===== src/rtl/nand_async_pkg.sv =====
// Shared types and constants for the ONFI asynchronous-mode command sequencer.
package nand_async_pkg;

    typedef enum logic [3:0] {
        ST_IDLE,
        ST_CE_SETUP,
        ST_CMD_LO,
        ST_CMD_HI,
        ST_ADDR_LO,
        ST_ADDR_HI,
        ST_WHR_WAIT,
        ST_RD_LO,
        ST_RD_HI,
        ST_CE_HOLD
    } state_t;

    localparam int DEF_TCS_CYC  = 2;
    localparam int DEF_TWP_CYC  = 3;
    localparam int DEF_TWH_CYC  = 2;
    localparam int DEF_TWHR_CYC = 8;
    localparam int DEF_TRP_CYC  = 3;
    localparam int DEF_TREH_CYC = 2;
    localparam int DEF_TCH_CYC  = 2;

    localparam logic [7:0] OP_RESET        = 8'hFF;
    localparam logic [7:0] OP_READ_ID      = 8'h90;
    localparam logic [7:0] OP_READ_STATUS  = 8'h70;
    localparam logic [7:0] OP_SET_FEATURES = 8'hEF;
    localparam logic [7:0] OP_GET_FEATURES = 8'hEE;

    localparam int MAX_ADDR_BYTES = 5;

    function automatic int max_int(input int a, input int b);
        return (a > b) ? a : b;
    endfunction

endpackage


===== src/rtl/nand_async_phase_timer.sv =====
// Down-counting phase timer: expire is high during the last cycle of a phase.
module nand_async_phase_timer #(
    parameter int W = 4
) (
    input  logic         clk,
    input  logic         rst_n,
    input  logic         load,
    input  logic [W-1:0] load_val,
    output logic         expire
);

    logic [W-1:0] cnt;

    // A zero-length phase is stretched to one cycle so every state is visible.
    always_ff @(posedge clk or negedge rst_n) begin
        if (!rst_n) begin
            cnt <= W'(1);
        end else if (load) begin
            cnt <= (load_val == '0) ? W'(1) : load_val;
        end else if (cnt > W'(1)) begin
            cnt <= cnt - W'(1);
        end
    end

    assign expire = (cnt <= W'(1));

endmodule


===== src/rtl/nand_async_cmd_seq.sv =====
// ONFI async-mode sequencer: one command, up to five address bytes, up to fifteen read bytes.
module nand_async_cmd_seq
    import nand_async_pkg::*;
#(
    parameter int TCS_CYC  = DEF_TCS_CYC,
    parameter int TWP_CYC  = DEF_TWP_CYC,
    parameter int TWH_CYC  = DEF_TWH_CYC,
    parameter int TWHR_CYC = DEF_TWHR_CYC,
    parameter int TRP_CYC  = DEF_TRP_CYC,
    parameter int TREH_CYC = DEF_TREH_CYC,
    parameter int TCH_CYC  = DEF_TCH_CYC
) (
    input  logic        v_clk0,
    input  logic        v_rstn0,
    input  logic        req_valid,
    output logic        req_ready,
    input  logic [7:0]  req_cmd,
    input  logic [2:0]  req_naddr,
    input  logic [39:0] req_addr,
    input  logic [3:0]  req_nrd,
    input  logic [2:0]  req_ce,
    output logic [7:0]  rd_data,
    output logic        rd_valid,
    output logic        done,
    output logic [7:0]  v_ctrl_cen,
    output logic        v_ctrl_cle,
    output logic        v_ctrl_ale,
    output logic        v_ctrl_wrn,
    output logic        v_ctrl_wpn,
    output logic        v_ctrl_wen,
    output logic        v_ctrl_wen_sel,
    output logic        v_dq_oe_n,
    output logic        v_dqs_oe_n,
    output logic [7:0]  v_wr_data_rise,
    output logic [7:0]  v_wr_data_fall,
    input  logic [7:0]  v_rd_data_comb
);

    localparam int MAX_CYC = max_int(max_int(max_int(TCS_CYC, TWP_CYC), max_int(TWH_CYC, TWHR_CYC)),
                                     max_int(max_int(TRP_CYC, TREH_CYC), max_int(TCH_CYC, 1)));
    localparam int TW = $clog2(MAX_CYC + 1);

    state_t        state, next_state;
    logic          expire;
    logic          accept;
    logic          timer_load;
    logic [TW-1:0] timer_val;

    logic [7:0]  cmd_q;
    logic [2:0]  naddr_q;
    logic [39:0] addr_q;
    logic [3:0]  nrd_q;
    logic [2:0]  ce_q;
    logic [2:0]  addr_done;
    logic [3:0]  rd_done;

    logic [7:0]  cen_d;
    logic        cle_d, ale_d, wen_d, wrn_d, dq_oe_n_d;
    logic [7:0]  wr_data_d;
    logic [2:0]  ce_sel;
    logic [39:0] addr_shift;

    assign accept = (state == ST_IDLE) && req_valid;

    always_ff @(posedge v_clk0 or negedge v_rstn0) begin
        if (!v_rstn0) begin
            state <= ST_IDLE;
        end else begin
            state <= next_state;
        end
    end

    always_comb begin
        next_state = state;
        case (state)
            ST_IDLE:     if (req_valid) next_state = ST_CE_SETUP;
            ST_CE_SETUP: if (expire) next_state = ST_CMD_LO;
            ST_CMD_LO:   if (expire) next_state = ST_CMD_HI;
            ST_CMD_HI: begin
                if (expire) begin
                    if (naddr_q != 3'd0)    next_state = ST_ADDR_LO;
                    else if (nrd_q != 4'd0) next_state = ST_WHR_WAIT;
                    else                    next_state = ST_CE_HOLD;
                end
            end
            ST_ADDR_LO:  if (expire) next_state = ST_ADDR_HI;
            ST_ADDR_HI: begin
                if (expire) begin
                    if (addr_done < naddr_q) next_state = ST_ADDR_LO;
                    else if (nrd_q != 4'd0)  next_state = ST_WHR_WAIT;
                    else                     next_state = ST_CE_HOLD;
                end
            end
            ST_WHR_WAIT: if (expire) next_state = ST_RD_LO;
            ST_RD_LO:    if (expire) next_state = ST_RD_HI;
            ST_RD_HI: begin
                if (expire) next_state = (rd_done < nrd_q) ? ST_RD_LO : ST_CE_HOLD;
            end
            ST_CE_HOLD:  if (expire) next_state = ST_IDLE;
            default:     next_state = ST_IDLE;
        endcase
    end

    // The timer is reloaded on every state change with the length of the phase being entered.
    always_comb begin
        timer_load = (next_state != state);
        timer_val  = TW'(1);
        case (next_state)
            ST_CE_SETUP: timer_val = TW'(TCS_CYC);
            ST_CMD_LO:   timer_val = TW'(TWP_CYC);
            ST_CMD_HI:   timer_val = TW'(TWH_CYC);
            ST_ADDR_LO:  timer_val = TW'(TWP_CYC);
            ST_ADDR_HI:  timer_val = TW'(TWH_CYC);
            ST_WHR_WAIT: timer_val = TW'(TWHR_CYC);
            ST_RD_LO:    timer_val = TW'(TRP_CYC);
            ST_RD_HI:    timer_val = TW'(TREH_CYC);
            ST_CE_HOLD:  timer_val = TW'(TCH_CYC);
            default:     timer_val = TW'(1);
        endcase
    end

    nand_async_phase_timer #(.W(TW)) u_timer (
        .clk      (v_clk0),
        .rst_n    (v_rstn0),
        .load     (timer_load),
        .load_val (timer_val),
        .expire   (expire)
    );

    always_ff @(posedge v_clk0 or negedge v_rstn0) begin
        if (!v_rstn0) begin
            cmd_q     <= '0;
            naddr_q   <= '0;
            addr_q    <= '0;
            nrd_q     <= '0;
            ce_q      <= '0;
            addr_done <= '0;
            rd_done   <= '0;
        end else if (accept) begin
            cmd_q     <= req_cmd;
            naddr_q   <= (req_naddr > 3'(MAX_ADDR_BYTES)) ? 3'(MAX_ADDR_BYTES) : req_naddr;
            addr_q    <= req_addr;
            nrd_q     <= req_nrd;
            ce_q      <= req_ce;
            addr_done <= '0;
            rd_done   <= '0;
        end else begin
            if (state == ST_ADDR_LO && expire) addr_done <= addr_done + 3'd1;
            if (state == ST_RD_LO && expire)   rd_done   <= rd_done + 4'd1;
        end
    end

    // Outputs are decoded from next_state and registered, so pins change together with the state.
    // On the accepting edge the request registers are not loaded yet, hence the bypass.
    assign ce_sel     = accept ? req_ce : ce_q;
    assign addr_shift = addr_q >> {addr_done, 3'b000};

    always_comb begin
        cen_d     = 8'hFF;
        cle_d     = 1'b0;
        ale_d     = 1'b0;
        wen_d     = 1'b1;
        wrn_d     = 1'b1;
        dq_oe_n_d = 1'b1;
        wr_data_d = v_wr_data_rise;
        case (next_state)
            ST_CE_SETUP: begin
                cle_d     = 1'b1;
                dq_oe_n_d = 1'b0;
                wr_data_d = accept ? req_cmd : cmd_q;
            end
            ST_CMD_LO: begin
                cle_d     = 1'b1;
                wen_d     = 1'b0;
                dq_oe_n_d = 1'b0;
            end
            ST_CMD_HI: begin
                cle_d     = 1'b1;
                dq_oe_n_d = 1'b0;
            end
            ST_ADDR_LO: begin
                ale_d     = 1'b1;
                wen_d     = 1'b0;
                dq_oe_n_d = 1'b0;
                wr_data_d = addr_shift[7:0];
            end
            ST_ADDR_HI: begin
                ale_d     = 1'b1;
                dq_oe_n_d = 1'b0;
            end
            ST_RD_LO:    wrn_d = 1'b0;
            default:     ;
        endcase
        if (next_state != ST_IDLE) cen_d = ~(8'h01 << ce_sel);
    end

    always_ff @(posedge v_clk0 or negedge v_rstn0) begin
        if (!v_rstn0) begin
            v_ctrl_cen     <= 8'hFF;
            v_ctrl_cle     <= 1'b0;
            v_ctrl_ale     <= 1'b0;
            v_ctrl_wrn     <= 1'b1;
            v_ctrl_wpn     <= 1'b0;
            v_ctrl_wen     <= 1'b1;
            v_dq_oe_n      <= 1'b1;
            v_wr_data_rise <= 8'h00;
            rd_data        <= 8'h00;
            rd_valid       <= 1'b0;
            done           <= 1'b0;
            req_ready      <= 1'b1;
        end else begin
            v_ctrl_cen     <= cen_d;
            v_ctrl_cle     <= cle_d;
            v_ctrl_ale     <= ale_d;
            v_ctrl_wrn     <= wrn_d;
            v_ctrl_wpn     <= 1'b1;
            v_ctrl_wen     <= wen_d;
            v_dq_oe_n      <= dq_oe_n_d;
            v_wr_data_rise <= wr_data_d;
            rd_valid       <= (state == ST_RD_LO) && expire;
            done           <= (state == ST_CE_HOLD) && expire;
            req_ready      <= (next_state == ST_IDLE);
            if ((state == ST_RD_LO) && expire) rd_data <= v_rd_data_comb;
        end
    end

    assign v_wr_data_fall = v_wr_data_rise;
    assign v_ctrl_wen_sel = 1'b1;
    assign v_dqs_oe_n     = 1'b1;

endmodule


===== config.mk =====
export PLATFORM = sky130hd
export DESIGN_NAME = nand_async_cmd_seq
export DESIGN_NICKNAME = d
export VERILOG_FILES = /design/src/rtl/nand_async_pkg.sv /design/src/rtl/nand_async_phase_timer.sv /design/src/rtl/nand_async_cmd_seq.sv
export SDC_FILE = /design/constraint.sdc
export NUM_CORES = 1
export LEC_CHECK = 0
export CAP_MARGIN = 20
export CORE_UTILIZATION = 51
export CTS_BUF_LIST = sky130_fd_sc_hd__clkbuf_4 sky130_fd_sc_hd__clkbuf_8 sky130_fd_sc_hd__clkbuf_16
export CTS_CLUSTER_DIAMETER = 200
export DETAILED_ROUTE_END_ITERATION = 10
export PLACE_DENSITY = 0.81
export SYNTH_ARGS = -nofsm -noshare
export SYNTH_HDL_FRONTEND = slang
export SYNTH_HIERARCHICAL = 1
export SYNTH_SLANG_ARGS = --single-unit
export TNS_END_PERCENT = 1

===== constraint.sdc =====
create_clock -name v_clk0 -period 4.8 [get_ports v_clk0]
set_input_delay 1.2 -clock v_clk0 [delete_from_list [all_inputs] [get_ports v_clk0]]
set_output_delay 1.2 -clock v_clk0 [all_outputs]
set_load 0.01 [all_outputs]

== After elaboration in Yosys (flattened, before gate mapping) ==
Memories as Yosys holds them, arrays and structs flattened.
Cells that the tools add are included.

* Bits in registers: 106
* Latch bits: 0
* RAM bits: 0
* Memory bits (read-only): 48
* Logic and storage cells: 99
* Memories kept: 1

{| class="wikitable"
|+ Memory list
! memory !! words !! bits a word !! rd ports !! clocked after Yosys merged registers in !! wr ports !! RTL line !! RTL
|-
| (name not given) || 16 || 3 || 1 || 0 || 0 || nand_async_cmd_seq.sv:108 || <nowiki>case (next_state)</nowiki>
|}

* Add/subtract/negate cells: 3
* Multiply operators: 0
* Divide/modulo/power cells: 0
* $lt $le $gt $ge: 5
* Equality and inequality tests: 16
* Shifts and indexed selects: 2
* Mux-type cells: 32
* Bitwise logic cells: 1
* Reductions and logical operators: 18

{| class="wikitable"
|+ Operator list
! kind !! count
|-
| $mux W4 || 19
|-
| $pmux W4 S10 || 1
|-
| $shr A40 B6 Y8 || 1
|-
| $eq A4 B3 Y1 const B || 7
|-
| $eq A4 B2 Y1 const B || 4
|-
| $mux W8 || 2
|-
| $pmux W8 S2 || 1
|-
| $logic_not A4 Y1 || 3
|-
| $mux W3 || 4
|-
| $eq A4 B1 Y1 const B || 2
|-
| $eq A4 B4 Y1 const B || 2
|-
| $not A8 Y8 || 1
|-
| $reduce_bool A2 Y1 || 4
|-
| $reduce_bool A4 Y1 || 2
|-
| $shl A1 B3 Y8 const A || 1
|-
| $mux W1 || 5
|-
| $reduce_or A5 Y1 || 1
|-
| $add A4 B1 Y4 const B || 1
|-
| $gt A4 B1 Y1 const B || 1
|-
| $le A4 B1 Y1 const B || 1
|-
| $logic_and A1 B1 Y1 || 4
|-
| $lt A4 B4 Y1 || 1
|-
| $ne A4 B4 Y1 || 1
|-
| $reduce_or A2 Y1 || 2
|-
| other kinds (6) || 6
|}

== Longest topological paths before layout ==
An unclocked memory read counts as a cell.

* Depth in word-level cells: 9
* Depth in mapped cells: 17
* Mapped depth without buffers: 16

== By module ==
Netlist, hierarchy kept.

{| class="wikitable"
|+ By module, submodules not included
! module !! times used !! cells an instance !! area an instance (um2)
|-
| nand_async_cmd_seq || 1 || 487 || 4809.6
|-
| nand_async_phase_timer || 1 || 27 || 254.0
|}

== Worst setup path after synthesis ==
No wires, ideal clock.

* Kind: register -> register
* Start point: register u_timer.cnt[0]
* End point: register v_wr_data_rise[0], in the netlist v_wr_data_fall[0]
* Arrival: 3.348 ns
* Required time: 4.662 ns
* Slack: 1.314 ns
* Stages on the path, launching flop included: 17
* Path buffers: 2
* Period minus slack after synthesis: 3.486 ns
* Cell sequence: dfstp_2 > ha_1 > nor2_1 > nor3_1 > buf_2 > clkbuf_1 > nand2b_1 > o211ai_1 > o32a_1 > o21a_1 > o21a_1 > inv_1 > ha_1 > inv_1 > a2111oi_4 > mux2i_1 > mux2i_1

* Longest elaborated chain between the ends: 5

{| class="wikitable"
|+ Ends and longest elaborated chain
! item !! RTL line !! RTL
|-
| start, declared || nand_async_phase_timer.sv:12 || <nowiki>logic [W-1:0] cnt;</nowiki>
|-
| start signal, assigned || nand_async_phase_timer.sv:19 || <nowiki>cnt <= (load_val == '0) ? W'(1) : load_val;</nowiki>
|-
| start signal, assigned || nand_async_phase_timer.sv:21 || <nowiki>cnt <= cnt - W'(1);</nowiki>
|-
| $le A4 B1 Y1 (*) || nand_async_phase_timer.sv:25 || <nowiki>assign expire = (cnt <= W'(1));</nowiki>
|-
| named net expire || nand_async_cmd_seq.sv:44 || <nowiki>logic expire;</nowiki>
|-
| $mux W4, or another cell as far along || nand_async_cmd_seq.sv:99 || <nowiki>ST_CE_HOLD: if (expire) next_state = ST_IDLE;</nowiki>
|-
| $pmux W4 S10 (*) || nand_async_cmd_seq.sv:75 || <nowiki>case (state)</nowiki>
|-
| named net next_state[0] || nand_async_cmd_seq.sv:43 || <nowiki>state_t state, next_state;</nowiki>
|-
| $eq A4 B3 Y1 / $eq A4 B1 Y1 (equally long branches) || nand_async_cmd_seq.sv:166 || <nowiki>case (next_state)</nowiki>
|-
| $pmux W8 S2 / $reduce_bool A2 Y1 (equally long branches) || -- ||
|-
| end signal, assigned || nand_async_cmd_seq.sv:219 || <nowiki>v_wr_data_rise <= wr_data_d;</nowiki>
|-
| end, declared || nand_async_cmd_seq.sv:34 || <nowiki>output logic [7:0] v_wr_data_rise,</nowiki>
|}

The timed path passes the listed nets; every way through them passes the cells marked *.
A chain may end at the register's enable or synchronous reset.

== Worst setup path in the final report ==
* Start point: register u_timer.cnt[0]
* End point: register u_timer.cnt[1]

{| class="wikitable"
|+ RTL lines
! item !! RTL line !! RTL
|-
| $le A4 B1 Y1 (*) || nand_async_phase_timer.sv:25 ||
|-
| named net expire || nand_async_cmd_seq.sv:44 ||
|-
| $mux W4, or another cell as far along || nand_async_cmd_seq.sv:99 ||
|-
| $pmux W4 S10 (*) || nand_async_cmd_seq.sv:75 ||
|-
| named net next_state[3] || nand_async_cmd_seq.sv:43 ||
|-
| $ne A4 B4 Y1 (*) || nand_async_cmd_seq.sv:106 || <nowiki>timer_load = (next_state != state);</nowiki>
|-
| named net timer_load || nand_async_cmd_seq.sv:46 || <nowiki>logic timer_load;</nowiki>
|-
| $mux W4 / $reduce_bool A2 Y1 (equally long branches) || -- ||
|}

The timed path passes the listed nets; every way through them passes the cells marked *. The select of a mux whose other input is x is not followed.

==> results.md <==
* ANT cells at 0
* Final antenna-violating net count at 0
* Slew @ Worst Pin at approximately 0.95 ns
* Initial Utilization at 0.5229
* Psw at between 1.5 and 2 mW
* #FFs+latches synth at about 110
* Drt drc at 1
* Fin. max-slew vios at 0
* Via density at 5.279
* Peak VDD IR at ~0.00025 V
* I/O Buffers at 109
* Synth area leader: dfrtp_1
* Die Ht at slightly above 100 µm
* First-pass DRT Iterations at 8
* Crit Path Class: reg2reg
* Final period util at 0.8294
* Fin Clk Skew at around 0.015 ns
* Pwr/cell area at slightly above 600 mW/mm²
* Seq/Total Area, Yosys at 0.5271
* Syn Inst Count at between 500 and 600
* Hold Buf Count CTS at 0
* Comb power frac at 0.465
* Yosys top cell area share at 0.4596
* # H-tree levels at 3
* Share of layout cells above drive strength 1 at 0.09625
* Number of synthesized flops with an enable pin at 0
* Overall Global Routing Usage at 0.2272
* Crit path DAT at 4.25 ns
* Worst-path clk slew at 0.11 ns
* First-pass GRT wire length at 17990 µm
* Slowest CP cell: dfstp_2
* Vias in the first global route at around 3800
* Final setup violating endpoints at 0
* CP max stage delay at 0.59 ns
* Crit. End Element: flop
* Cts repair resizes at 0
* Area added between synthesis and finish at 26.41%
* Die width at approximately 100 µm
* Clock Power Share at 0.141
* Dpl hpwl at 8089 µm
* CTS tree: done
* Synth cell count leaders: nand2_1 (175), dfrtp_1 (93), inv_1 (18), mux2i_1 (18), nor2_1 (17)
* DRT Wirelength at between 10000 and 15000 µm
* Worst path bufs/invs at 3
* Top cell by count, worst path: inv_1
* Initial antenna violation count at 0
* Most common cell in the netlist: nand2_1
* Sw Share at 0.3976
* Final Instance Area at 0.006401 mm²
* Placed Area at about 0.0062 mm²
* Unrepaired setup endpoints after global routing: false
* CTS Buf Count at 9
* Post-synthesis cell area at 0.005064 mm²
* Mean Syn Cell Area at 9.851 µm²
* Clock buffer depth at 2
* CTS root buf: clkbuf_8
* Internal power at ~2.4 mW
* Core Footprint at about 0.0097 mm²
* Hold Crit Start: addr_q[4]
* Vias at between 3000 and 4000
* Fin crit period at 3.981 ns
* Critical Path RT at 5.07 ns
* Failing checks: DRC
* Total Die Area at 0.01033 mm²
* Synth Warn # at 6
* Critical Path, Cell by Cell: ha_1 -> nor2_1 -> nor3_1 -> buf_2 -> nor2b_1 -> o211ai_1 -> a32o_1 -> a21oi_1 -> inv_1 -> and2_1 -> o311ai_1 -> inv_1 -> o311a_1 -> a311oi_1
* Main synth FF type: dfrtp_1
* Floorplan row count at 36
* Netlist cell types at 57
* Total negative slack at 0 ns
* Nets at between 600 and 700
* Fmax at 0.2512 GHz
* Clock Latency Late Sink at a little under 0.4 ns
* Clock sink total at 106
* Hold WC Path Type: reg2reg
* DRT iter0 DRCs at roughly 190
* # IOs at between 100 and 150
* Ranking of synthesized cells by area: dfrtp_1 (46%), nand2_1 (13%), dfstp_2 (6.7%)
* Setup bufs post-CTS at 0
* Routability cong. at between 0.8 and 0.9
* Worst setup startpoint: u_timer/cnt[0]
* Cell family with the largest share of critical-path delay: compound AO/OA/AOI/OAI gates
* Max-cap violations at 0
* CP Launch Type: flop
* Wire per inst at between 10 and 15 µm
* Critical path peak fanout at 10
* R2r startpoint: u_timer/cnt[0]
* Worst slew margin at 0.3603
* Flop-to-flop setup slack at 0.82 ns
* Static Leak at 3.008 nW
* Synth async-reset ratio at 1.000
* Status: complete, but fails checks
* Grt ovf at 0
* Largest net degree at the start of global routing at 78
* Seq pwr share at 0.395
* Final hold violations at 0
==> power groups by stage <==
stage               Clock [mW]  Sequential, mW  Combinational, mW
detailed placement           0            1.58               1.83
global route             0.608            1.61               2.03
CTS                      0.569            1.56               1.83
floorplan                    0            1.53               1.25
finish                   0.558            1.56               1.84
global placement             0            1.55               1.74
==> final cells by class <==
type,instances,area [µm²]
Timing Repair Buffer,114,1124
Clock buffer,9,123.9
Inverter,19,71.32
Multi-Input combinational cell,358,2167
Tap cell,133,166.4
Clock inverter,7,80.08
Fill cell,770,3283
Sequential cell,106,2669
==> stage by stage <==
step / instances / power, mW / util / hold slack [ns] / setup slack, ns
after floorplan: 517 / 2.771 / - / 0.4403 / 1.314
after global placement: 729 / 3.293 / 0.6394 / 0.4533 / 0.9217
after detailed placement: 729 / 3.405 / 0.6394 / 0.4604 / 0.5352
after CTS: 745 / 3.965 / 0.6605 / 0.4890 / 0.5291
after global routing: 746 / 4.245 / 0.6610 / 0.5117 / 0.5022
final: 746 / 3.959 / 0.6610 / 0.4863 / 0.8187
==> worst reg2reg max path, delay by kind of cell, from the launching register on <==
kind / cells / cell delay (ns)
AO/OA/AOI/OAI: 6 / 1.68
AND/OR/NAND/NOR: 4 / 0.82
buffers and inverters: 3 / 0.62
flip-flops: 1 / 0.59
adder cells (fa/ha/maj): 1 / 0.18
==> sequential cells by signal, indices dropped and copies added (netlist names), 3 cells and up <==
signal and flops:
u_timer/cnt 4, addr_q 40, addr_done 3, v_wr_data_fall 8, rd_done 4, cmd_q 8, naddr_q 3, ce_q 3
v_ctrl_cen 8, state 4, nrd_q 4, rd_data 8
==> path summary, 6_finish.rpt <==
path,to,cells past startpoint
worst min-delay path,addr_q[4],2
worst max-delay path,u_timer/cnt[1],14
worst min register to register,addr_q[4],2
worst max register to register,u_timer/cnt[1],14
max in group asynchronous,state[3],2
min in group asynchronous,v_ctrl_wpn,1
==> cells in the final DEF (no fill, tap or decap), types with 3 or more instances in the layout <==
master	instances
a21oi_1	7
a22oi_1	8
a31oi_1	4
and2_1	3
buf_4	5
clkbuf_8	9
clkdlybuf4s50_1	108
conb_1	5
dfrtp_1	93
dfstp_2	13
ha_1	13
inv_1	18
mux2_2	9
mux2i_1	18
mux4_2	8
nand2_1	175
nand2b_1	7
nand3_1	4
nor2_1	17
nor3_1	9
nor3b_1	3
o211ai_1	3
o21a_1	3
o21ai_0	16
or3_1	3
xnor2_1	3
==> logic make-up (layout without fill, tap and decap cells) <==
family	count (synthesis)	count (layout)	synth area share
buffers and inverters	53	149	0.04744
AO/OA/AOI/OAI	65	65	0.09291
multiplexers	35	35	0.09118
adder cells (fa/ha/maj)	13	13	0.03212
other	2	5	0.001483
XOR/XNOR	5	5	0.008650
flip-flops	106	106	0.5271
AND/OR/NAND/NOR	235	235	0.1992
==> layer usage <==
| layer | vias to the layer above | track usage | wire (µm) |
|---|---|---|---|
| li1 | 1891 | - | - |
| met1 | 1899 | 0.2958 | 4716 |
| met2 | 134 | 0.3893 | 5723 |
| met3 | 14 | 0.03244 | 493 |
| met4 | 0 | 0.07915 | 159 |
| met5 | - | 0 | 0 |
(Power assumes the default switching activity.)
